<file path="config.mk">
export PLATFORM = sky130hd
export DESIGN_NAME = reduce_nway
export DESIGN_NICKNAME = d
export VERILOG_FILES = /design/src/rtl/n2t_reduce_pkg.sv /design/src/rtl/reduce_nway_reduce8.sv /design/src/rtl/reduce_nway.sv
export SDC_FILE = /design/constraint.sdc
export NUM_CORES = 1
export LEC_CHECK = 0
export ABC_CLOCK_PERIOD_IN_PS = 15100
export CAP_MARGIN = 30
export CELL_PAD_IN_SITES_DETAIL_PLACEMENT = 0
export CELL_PAD_IN_SITES_GLOBAL_PLACEMENT = 1
export CORE_ASPECT_RATIO = 1.25
export CORE_MARGIN = 5
export CORE_UTILIZATION = 43
export DETAILED_ROUTE_END_ITERATION = 10
export GPL_TIMING_DRIVEN = 0
export PLACE_DENSITY = 0.92
export SLEW_MARGIN = 20
export SYNTH_ARGS = -nofsm -noshare
export SYNTH_HDL_FRONTEND = slang
export SYNTH_HIERARCHICAL = 1
export SYNTH_SLANG_ARGS = --single-unit
</file>
<file path="constraint.sdc">
create_clock -name clk -period 15.1 [get_ports clk]
set_input_delay 3.02 -clock clk [delete_from_list [all_inputs] [get_ports clk]]
set_output_delay 3.02 -clock clk [all_outputs]
set_load 0.02 [all_outputs]
</file>
<file path="src/rtl/n2t_reduce_pkg.sv">
// Shared definitions for the N-way reduction pipeline: mode encodings,
// group size, and the per-mode identity/combine helpers used everywhere.
package n2t_reduce_pkg;

    typedef enum logic [1:0] {
        MODE_OR   = 2'b00,
        MODE_AND  = 2'b01,
        MODE_XOR  = 2'b10,
        MODE_RSVD = 2'b11
    } mode_e;

    localparam int GROUP = 8;

    function automatic logic mode_identity(input logic [1:0] mode);
        return (mode == MODE_AND);
    endfunction

    // Reserved encoding falls through to OR.
    function automatic logic mode_op(input logic [1:0] mode, input logic a, input logic b);
        case (mode)
            MODE_AND: return a & b;
            MODE_XOR: return a ^ b;
            default:  return a | b;
        endcase
    endfunction

endpackage

</file>
<file path="src/rtl/reduce_nway_reduce8.sv">
// Combinational reduction of one 8-bit group with a selectable operator.
module reduce8
    import n2t_reduce_pkg::*;
(
    input  logic [GROUP-1:0] data_i,
    input  logic [1:0]       mode_i,
    output logic             result_o
);

    always_comb begin
        result_o = mode_identity(mode_i);
        for (int i = 0; i < GROUP; i++) begin
            result_o = mode_op(mode_i, result_o, data_i[i]);
        end
    end

endmodule

</file>
<file path="src/rtl/reduce_nway.sv">
// Two-stage valid/ready pipeline reducing a WIDTH-bit vector to one bit,
// with a side accumulator folding in results of flagged beats.
module reduce_nway
    import n2t_reduce_pkg::*;
#(
    parameter int WIDTH = 16
) (
    input  logic             clk,
    input  logic             reset,
    input  logic [WIDTH-1:0] in_data,
    input  logic [1:0]       in_mode,
    input  logic             in_acc,
    input  logic             in_valid,
    output logic             in_ready,
    input  logic             acc_clear,
    output logic             out,
    output logic             out_valid,
    input  logic             out_ready,
    output logic             acc
);

    localparam int NGROUPS = (WIDTH + GROUP - 1) / GROUP;
    localparam int PWIDTH  = NGROUPS * GROUP;

    logic [PWIDTH-1:0]  padded;
    logic [NGROUPS-1:0] part;

    logic               s1_valid_q, s1_valid_d;
    logic [NGROUPS-1:0] s1_part_q, s1_part_d;
    logic [1:0]         s1_mode_q, s1_mode_d;
    logic               s1_acc_q, s1_acc_d;
    logic               out_q, out_d;
    logic               out_valid_q, out_valid_d;
    logic               acc_q, acc_d;

    logic s2_load, s1_load, accept, combined;

    // Unused top bits take the identity so they never change the result.
    always_comb begin
        padded              = {PWIDTH{mode_identity(in_mode)}};
        padded[WIDTH-1:0]   = in_data;
    end

    for (genvar g = 0; g < NGROUPS; g++) begin : g_group
        reduce8 u_reduce8 (
            .data_i   (padded[g*GROUP +: GROUP]),
            .mode_i   (in_mode),
            .result_o (part[g])
        );
    end

    assign s2_load  = !out_valid_q || out_ready;
    assign s1_load  = !s1_valid_q || s2_load;
    assign in_ready = s1_load && !reset;
    assign accept   = in_valid && in_ready;

    always_comb begin
        combined = mode_identity(s1_mode_q);
        for (int i = 0; i < NGROUPS; i++) begin
            combined = mode_op(s1_mode_q, combined, s1_part_q[i]);
        end
    end

    always_comb begin
        s1_valid_d  = s1_valid_q;
        s1_part_d   = s1_part_q;
        s1_mode_d   = s1_mode_q;
        s1_acc_d    = s1_acc_q;
        out_d       = out_q;
        out_valid_d = out_valid_q;
        acc_d       = acc_clear ? mode_identity(in_mode) : acc_q;

        if (s1_load) begin
            s1_valid_d = accept;
            s1_part_d  = part;
            s1_mode_d  = in_mode;
            s1_acc_d   = in_acc;
        end

        if (s2_load) begin
            out_valid_d = s1_valid_q;
            if (s1_valid_q) begin
                out_d = combined;
            end
        end

        // Clear happens first, so a coincident flagged beat folds onto the identity.
        if (s2_load && s1_valid_q && s1_acc_q) begin
            acc_d = mode_op(s1_mode_q, acc_d, combined);
        end
    end

    always_ff @(posedge clk) begin
        if (reset) begin
            s1_valid_q  <= 1'b0;
            s1_part_q   <= '0;
            s1_mode_q   <= 2'b00;
            s1_acc_q    <= 1'b0;
            out_q       <= 1'b0;
            out_valid_q <= 1'b0;
            acc_q       <= 1'b0;
        end else begin
            s1_valid_q  <= s1_valid_d;
            s1_part_q   <= s1_part_d;
            s1_mode_q   <= s1_mode_d;
            s1_acc_q    <= s1_acc_d;
            out_q       <= out_d;
            out_valid_q <= out_valid_d;
            acc_q       <= acc_d;
        end
    end

    assign out       = out_q;
    assign out_valid = out_valid_q;
    assign acc       = acc_q;

endmodule

</file>
# Word level (Yosys, flattened, before mapping)

Index checks and enable logic that the tools add are counted.

Register bits: 9
Bits of input ports: 24

Bitwise gates (word level): 57
Equal/unequal tests: 4
Reductions and logical operators: 10
Multiplexer cells: 21

Operator list:

| cell               | count |
|---|---|
| $pmux 1 s2         | 19 |
| $and 1x1->1        | 19 |
| $or 1x1->1         | 19 |
| $xor 1x1->1        | 19 |
| $eq 2x1->1 const B | 2 |
| $eq 2x2->1 const B | 2 |
| $logic_and 1x1->1  | 4 |
| $logic_not 1->1    | 3 |
| $logic_or 1x1->1   | 2 |
| $mux 1             | 2 |
| $reduce_and 2->1   | 1 |

# Longest topological paths before layout

Gate-level depths: netlist of run 1.

Word-level depth: 17
Mapped depth: 30

# By module

Netlist of run 1, hierarchy kept.

Modules (own cells, without submodules):

| module      | cells an instance | times used | area each (um^2) |
|---|---|---|---|
| reduce8     | 56                | 2          | 509.2 |
| reduce_nway | 61                | 1          | 543.0 |

# Worst setup path after synthesis of run 1

OpenSTA, ideal clock, no wires.

Kind: input to register
Start: input port in_mode[1]
End: register s1_part_q[0]
Path slack: 6.904 ns
Arrival: 8.079 ns
Library setup time: 0.117 ns
Stages: 30
Cells stage by stage: inv_1 ha_1 buf_6 inv_1 ha_1 a211oi_2 a21o_1 ha_1 a221oi_2 a21o_1 ha_1 a221oi_2 a21o_1 ha_1 a221oi_2 a21o_1 ha_1 a221oi_2 a21o_1 ha_1 a221oi_2 a21o_1 ha_1 a221oi_2 a21o_1 ha_1 a221oi_1 a21oi_1 mux2i_1 nor2_1

Word-level cells in the longest chain between the ends: 17
Elaborated cells on any way between the ends: 34
Classes of those cells: eq/ne: 2; mux: 8; bitwise: 24

RTL lines:

| what                                     | line                                       | RTL |
|---|---|---|
| start, declared                          | reduce_nway.sv:11                          | `input logic [1:0] in_mode,` |
| $eq 2x1->1                               | n2t_reduce_pkg.sv:15, n2t_reduce_pkg.sv:20 |  |
| $or 1x1->1, or another cell as far along | n2t_reduce_pkg.sv:23                       | `default: return a \| b;` |
| $pmux 1 s2                               | n2t_reduce_pkg.sv:20                       | `case (mode)` |
| $or 1x1->1, or another cell as far along | n2t_reduce_pkg.sv:23                       |  |
| $pmux 1 s2                               | n2t_reduce_pkg.sv:20                       |  |
| $or 1x1->1, or another cell as far along | n2t_reduce_pkg.sv:23                       |  |
| $pmux 1 s2                               | n2t_reduce_pkg.sv:20                       |  |
| $or 1x1->1, or another cell as far along | n2t_reduce_pkg.sv:23                       |  |
| [... 2 more ...]                         | -                                          |  |
| $pmux 1 s2                               | n2t_reduce_pkg.sv:20                       |  |
| $or 1x1->1, or another cell as far along | n2t_reduce_pkg.sv:23                       |  |
| $pmux 1 s2                               | n2t_reduce_pkg.sv:20                       |  |
| $or 1x1->1, or another cell as far along | n2t_reduce_pkg.sv:23                       |  |
| $pmux 1 s2                               | n2t_reduce_pkg.sv:20                       |  |
| $or 1x1->1, or another cell as far along | n2t_reduce_pkg.sv:23                       |  |
| $pmux 1 s2 *                             | n2t_reduce_pkg.sv:20                       |  |
| net part[0]                              | reduce_nway.sv:26                          | `logic [NGROUPS-1:0] part;` |
| end signal, assigned                     | reduce_nway.sv:104                         | `s1_part_q <= s1_part_d;` |
| end, declared                            | reduce_nway.sv:29                          | `logic [NGROUPS-1:0] s1_part_q, s1_part_d;` |

Mark *: on every way through the listed nets, which the timed path passes. The rest lies on a longest branch.
A chain may end at the register's enable or synchronous reset.

# Worst setup path in the final report of run 1

Start: input port in_mode[0]
End: register s1_part_q[1]

The elaborated chain is that of the path after synthesis.

==> metrics, run 1 <==
status=finished clean; synth top area cells=ha_1, dfxtp_1, a221oi_2; Crit path top cell by count=ha_1; Mapped Cells=173; initial antenna violation count=0; worst-skew pair later-pin latency=0.23 ns; max cap viols=0; slowest cell delay on critical path=0.59 ns; WL per Instance=11.0 um; routed vias/inst=5.30; worst r2r dst=acc; clock skew=0.00280 ns; ANT nets after route=0; ys flop type=dfxtp_1; setup ws final=6.19 ns; Top Ports=28; DRT Pass-1 Iters=4; Antenna Cells=0; post-route minimum period=8.91 ns; RSZ-0062 raised after global routing=false; first-pass GRT wire length=4990 um; crit share post-route=0.590; CTS tree=yes; Final Util=0.548; CTS root buf=clkbuf_8; via count=1288; share of the synthesized area in the top cell type=0.353; Fmax=112 MHz; final wirelength=2680 um; Setup Fix Bufs, Post-CTS=0; flop2flop setup slack=12.35 ns; most frequent cell after synthesis=ha_1; H-Tree Depth=1; top post-synthesis cells by count=ha_1, inv_1, a21oi_1; hold crit path type=flop to flop; grt ovf=0; CP endpoint kind=flop; Post-DP HPWL=2210 um; share of the yosys chip area belonging to registers=0.115; slowest CP cell=clkdlybuf4s50_1; Port Buffer Count=27; Seq cells post-synth=9; DRC viols=0; crit-path max FO=8; EDFF count, synth=0; hold buffer count at CTS=0; Synth Net Count=241; initial core utilization=0.444; GRT Total Usage=0.115; Pwr per Cell Area=59.5 mW/mm^2; Slew @ Worst Pin=0.260 ns; leading area contributor after synthesis=ha_1; TritonCTS Buffers=3; Site Rows=24; CTS sink count=9; pre-CTS setup slack=5.91 ns; Die Area=0.00494 sq mm; Post-CTS Resized=0; core area=0.00351 sq mm; CTS clock-pin slew for the worst setup and hold paths=0.04 ns; Routability Congestion=0.739; Slew headroom=0.827; final hold violations=0; Syn Std Cell Area=0.00156 sq mm; die height=77.4 um; worst setup path startpoint=in_mode[0]; Register-to-Register Path Depth=13; Arrival @ worst endpoint=9.02 ns; Synth Warn #=6; startpoint class of the critical path=input pin; Final #Nets=273; Starting DRT DRC Count=16; CP required=15.21 ns; RR Startpoint=s1_mode_q[1]; synth-to-layout area growth=23.3%; syn avg cell area=9.03 sq um; setup TNS=0 ns; Setup CP Type=input pin to flop; vias in the first global route=1267; largest net degree at the start of global routing=11; Die Width=63.9 um; fraction of layout cells with a size suffix above 1=0.137; Max VDD drop=0.0000586 V; count of final max-slew check failures=0; clock buffer depth=2; Setup Viol. Count Final=0; library cells used by synthesis=22; fraction of registers with async set/reset=0; Setup crit end=s1_part_q[1]; Leakage=1.04 nW
## cell families (layout without fill, tap and decap cells)
kind of cell | count (synthesis) | count (layout) | share of synthesized area
AOI/OAI and AO/OA | 58 | 58 | 0.318
adders and majority gates | 44 | 44 | 0.353
buffers and inverters | 43 | 74 | 0.135
DFF | 9 | 9 | 0.115
muxes | 5 | 5 | 0.0321
and+or+nand+nor | 14 | 14 | 0.0473
## state kept, by name (all words and copies together) (netlist names)
name and flops:
out_valid 1, s1_mode_q 2, out 1, s1_part_q 2, s1_valid_q 1, s1_acc_q 1
acc 1
## where the power goes
group / switching (mW) / total [mW] / internal (mW)
clock: 0.00887 / 0.0272 / 0.0183
combinational: 0.0298 / 0.0603 / 0.0305
sequential: 0.00133 / 0.0269 / 0.0256
total: 0.0400 / 0.114 / 0.0745
## worst max-delay path: cells and delay by family
| family | cells | cell delay [ns] |
|---|---|---|
| AOI/OAI and AO/OA | 16 | 2.94 |
| adders and majority gates | 9 | 2.04 |
| buffers and inverters | 3 | 0.79 |
| muxes | 1 | 0.14 |
| and+or+nand+nor | 1 | 0.05 |
## cell usage in the layout (no fill, tap or decap), types with 2 or more instances in the layout
cell type | netlist | layout
a211oi_2 | 2 | 2
a21o_1 | 14 | 14
a21oi_1 | 20 | 20
a221oi_1 | 4 | 4
a221oi_2 | 12 | 12
buf_2 | 3 | 3
buf_6 | 6 | 6
clkbuf_8 | 0 | 3
clkdlybuf4s50_1 | 0 | 27
dfxtp_1 | 9 | 9
ha_1 | 44 | 44
inv_1 | 34 | 34
mux2i_1 | 5 | 5
nand2_1 | 3 | 3
nor2_1 | 8 | 8
## layout make-up
type                            count  area (sq um)
Timing Repair Buffer               27           270
Clock buffer                        4          45.0
Sequential cell                     9           180
Fill cell                         333          1590
Multi-Input combinational cell    121          1170
Inverter                           34           128
Tap cell                           39          48.8
Buffer                              9          82.6
## routing by layer
| layer | share of wire | wire, um | global-route usage | vias up |
|---|---|---|---|---|
| li1 | - | - | - | 668 |
| met1 | 0.46 | 1230 | 0.138 | 597 |
| met2 | 0.49 | 1320 | 0.213 | 18 |
| met3 | 0.036 | 95 | 0.0145 | 5 |
| met4 | 0.010 | 27 | 0.0249 | 0 |
| met5 | 0 | 0 | 0 | - |
## metrics by stage
| stage | power (mW) | hold WS (ns) | cell area (sq um) | cells |
|---|---|---|---|---|
| finish | 0.114 | 0.480 | 1930 | 243 |
| detailed placement | 0.0887 | 0.473 | 1880 | 239 |
| global placement | 0.0874 | 0.469 | 1880 | 239 |
| global route | 0.126 | 0.501 | 1930 | 243 |
| CTS | 0.117 | 0.479 | 1930 | 243 |
| floorplan | 0.0721 | 0.460 | 1560 | 173 |
## how the worst min path moves through the flow
stage               cells after the start      from  endpoint
global placement                        2       out       out
detailed placement                      2       out       out
CTS                                     2       out       out
finish                                  2       out       out
global route                            2       out       out
floorplan                               2  s1_acc_q  s1_acc_q
No activity file was read; power rests on OpenSTA's default activity.
==> run 2, diff against run 1 <==
- ABC_CLOCK_PERIOD_IN_PS: 15100 -> 7210
- CORE_UTILIZATION: 43 -> 36
- PLACE_DENSITY: 0.92 -> 0.83
- clock period: 15.1 -> 7.21 ns (I/O delays scaled with it)
==> run 2 against run 1 <==
Via count up 0.31%. Combinational power up 120%. Die area up 17%. Worst setup slack worse by 5.8 ns. Critical path depth up 1. Non-clock buffer count up 2. First-iteration DRC count rose to 3.6 times the previous value. Flip-flop and latch count unchanged. Clock power up 120%.
==> metrics, run 2 (synthesis results as in run 1) <==
vias in the first global route=1224 (-3.4%); CP required=7.33 ns (-7.88 ns); crit-path max FO=6 (-2); Met1 Wirelength=1350 um (+9.4%); flop2flop setup slack=4.50 ns (-7.85 ns); Leakage=1.08 nW (+3.1%); max layer used=met4; clock skew=0.000240 ns (-0.00256 ns); slowest CP cell=a221oi_2; CP endpoint kind=flop; hold crit path type=flop to flop; Placed Cells=256 (+7.1%); hold buffer count at CTS=0 (unchanged); most frequent cells in the layout=ha_1, inv_1, clkdlybuf4s50_1; clock buffer depth=2 (unchanged); max cap viols=0 (unchanged); initial antenna violation count=0 (unchanged); top flop regs=s1_mode_q x2, s1_part_q x2; DRT Pass-1 Iters=4 (unchanged); internal power=159 uW (+110%); sw power=88.4 uW (+120%); metal3 WL=65 um (-32%); RR Startpoint=s1_mode_q[0]; Setup CP Type=input pin to flop; setup ws final=0.438 ns (-5.75 ns); via count=1292 (+0.31%); commonest non-fill, non-tap cell in the layout=ha_1; Die Width=68.9 um (+7.8%); Max VDD drop=0.0000918 V (+57%); core area=0.00413 sq mm (+18%); Hold Startpoint=out; Antenna Cells=0 (unchanged); largest net degree at the start of global routing=11 (unchanged); status=finished clean; CTS clock-pin slew for the worst setup and hold paths=0.04 ns (about the same); CTS root buf=clkbuf_8; die height=83.6 um (+8.1%); worst-skew pair later-pin latency=0.23 ns (about the same); startpoint class of the critical path=input pin; sequential fraction of design power=0.229 (-0.006); grt ovf=0 (unchanged); Pwr per Cell Area=122 mW/mm^2 (+110%); WL per Instance=11.0 um (-0.28%); DRC viols=0 (unchanged); clock network power share=0.239 (about the same); Site Rows=26 (+8.3%); H-Tree Depth=1 (unchanged); count of final max-slew check failures=0 (unchanged); initial core utilization=0.378 (-0.0665); ANT nets after route=0 (unchanged); wire length on met2=1410 um (+7.1%); Final #Nets=275 (+0.73%); TritonCTS Buffers=3 (unchanged); post-route minimum period=6.77 ns; Slew headroom=0.829 (+0.00218); Slew @ Worst Pin=0.257 ns (-0.00327 ns); Arrival @ worst endpoint=6.89 ns (-2.13 ns); GRT Total Usage=0.106 (-0.00886); Sw Share=0.357 (+0.00803); Fmax=148 MHz; Port Buffer Count=27 (unchanged); final hold violations=0 (unchanged); Starting DRT DRC Count=57 (+41); worst hold endpoint=out; Post-DP HPWL=2290 um (+3.5%); CTS sink count=9 (unchanged); synth-to-layout area growth=29.4%; final wirelength=2880 um (+7.5%); combinational share of power=0.533 (+0.006); crit share post-route=0.939; hold-critical path depth=2 (unchanged); fraction of layout cells with a size suffix above 1=0.204 (+0.0666); first-pass GRT wire length=5000 um (+0.28%); CTS tree=yes; Setup Viol. Count Final=0 (unchanged); fin cells=262 (+7.8%); setup TNS=0 ns (unchanged); Die Area=0.00576 sq mm (+17%); Top Ports=28 (unchanged); slowest cell delay on critical path=0.29 ns (-0.30 ns); Routability Congestion=0.690 (-6.7%); Register-to-Register Path Depth=12 (-1); Crit path top cell by count=ha_1; pre-CTS setup slack=-0.391 ns (-6.30 ns); routed vias/inst=4.93 (-7.0%); worst r2r dst=acc
-- run 2: repair_timing --
| action | 4_1_cts | 5_1_grt |
|---|---|---|
| resized for setup | 2 | 25 |
| endpoints found under the setup margin | 2 | 2 |
| pin swaps | 0 | 16 |
| buffers inserted | 0 | 2 |
-- run 2: power by group through the flow --
stage | sequential [mW] | clock [mW] | combinational [mW]
after detailed placement | 0.0574 | 0 | 0.128
after CTS | 0.0565 | 0.0617 | 0.128
after global placement | 0.0574 | 0 | 0.126
final | 0.0565 | 0.0590 | 0.132
after floorplan | 0.0581 | 0 | 0.0930
after global routing | 0.0570 | 0.0632 | 0.151
-- run 2: how the worst max path moves through the flow --
stage,from,endpoint,slack (ns),depth (start not counted)
after floorplan,in_mode[1],s1_part_q[0],0.59,30
after global placement,in_mode[0],s1_part_q[1],-0.31,30
after detailed placement,in_mode[0],s1_part_q[1],-0.39,30
after CTS,in_mode[0],s1_part_q[1],0.12,30
after global routing,in_mode[1],s1_part_q[1],-0.004,31
final,in_mode[1],s1_part_q[1],0.44,31
-- run 2: final cells by class --
cell class	instances	area [sq um]
repair buffers	29	285
plain buffers	9	86.3
multi-input cells	121	1230
fillers	413	2110
well taps	56	70.1
flip-flops and latches	9	180
clock buffers	4	45.0
inverters	34	128
-- run 2: metal layers --
layer | global-route usage | vias up
li1 | - | 677
met5 | 0 | -
met2 | 0.180 | 18
met3 | 0.00809 | 5
met1 | 0.133 | 592
met4 | 0.0426 | 0
-- run 2: stage by stage --
| step | cell area, sq um | power (mW) | util | hold slack [ns] |
|---|---|---|---|---|
| final | 2020 | 0.247 | 0.489 | 0.481 |
| after global routing | 2020 | 0.271 | 0.489 | 0.524 |
| after CTS | 1940 | 0.246 | 0.471 | 0.478 |
| after detailed placement | 1900 | 0.185 | 0.460 | 0.471 |
| after global placement | 1900 | 0.184 | 0.460 | 0.471 |
| after floorplan | 1560 | 0.151 | - | 0.460 |
-- run 2: worst max-delay path: cells and delay by family --
kind | cells | cell delay (ns)
AO/OA/AOI/OAI | 16 | 2.96
adder cells (fa/ha/maj) | 9 | 1.99
buffers and inverters | 4 | 0.31
multiplexers | 1 | 0.13
AND/OR/NAND/NOR | 1 | 0.05
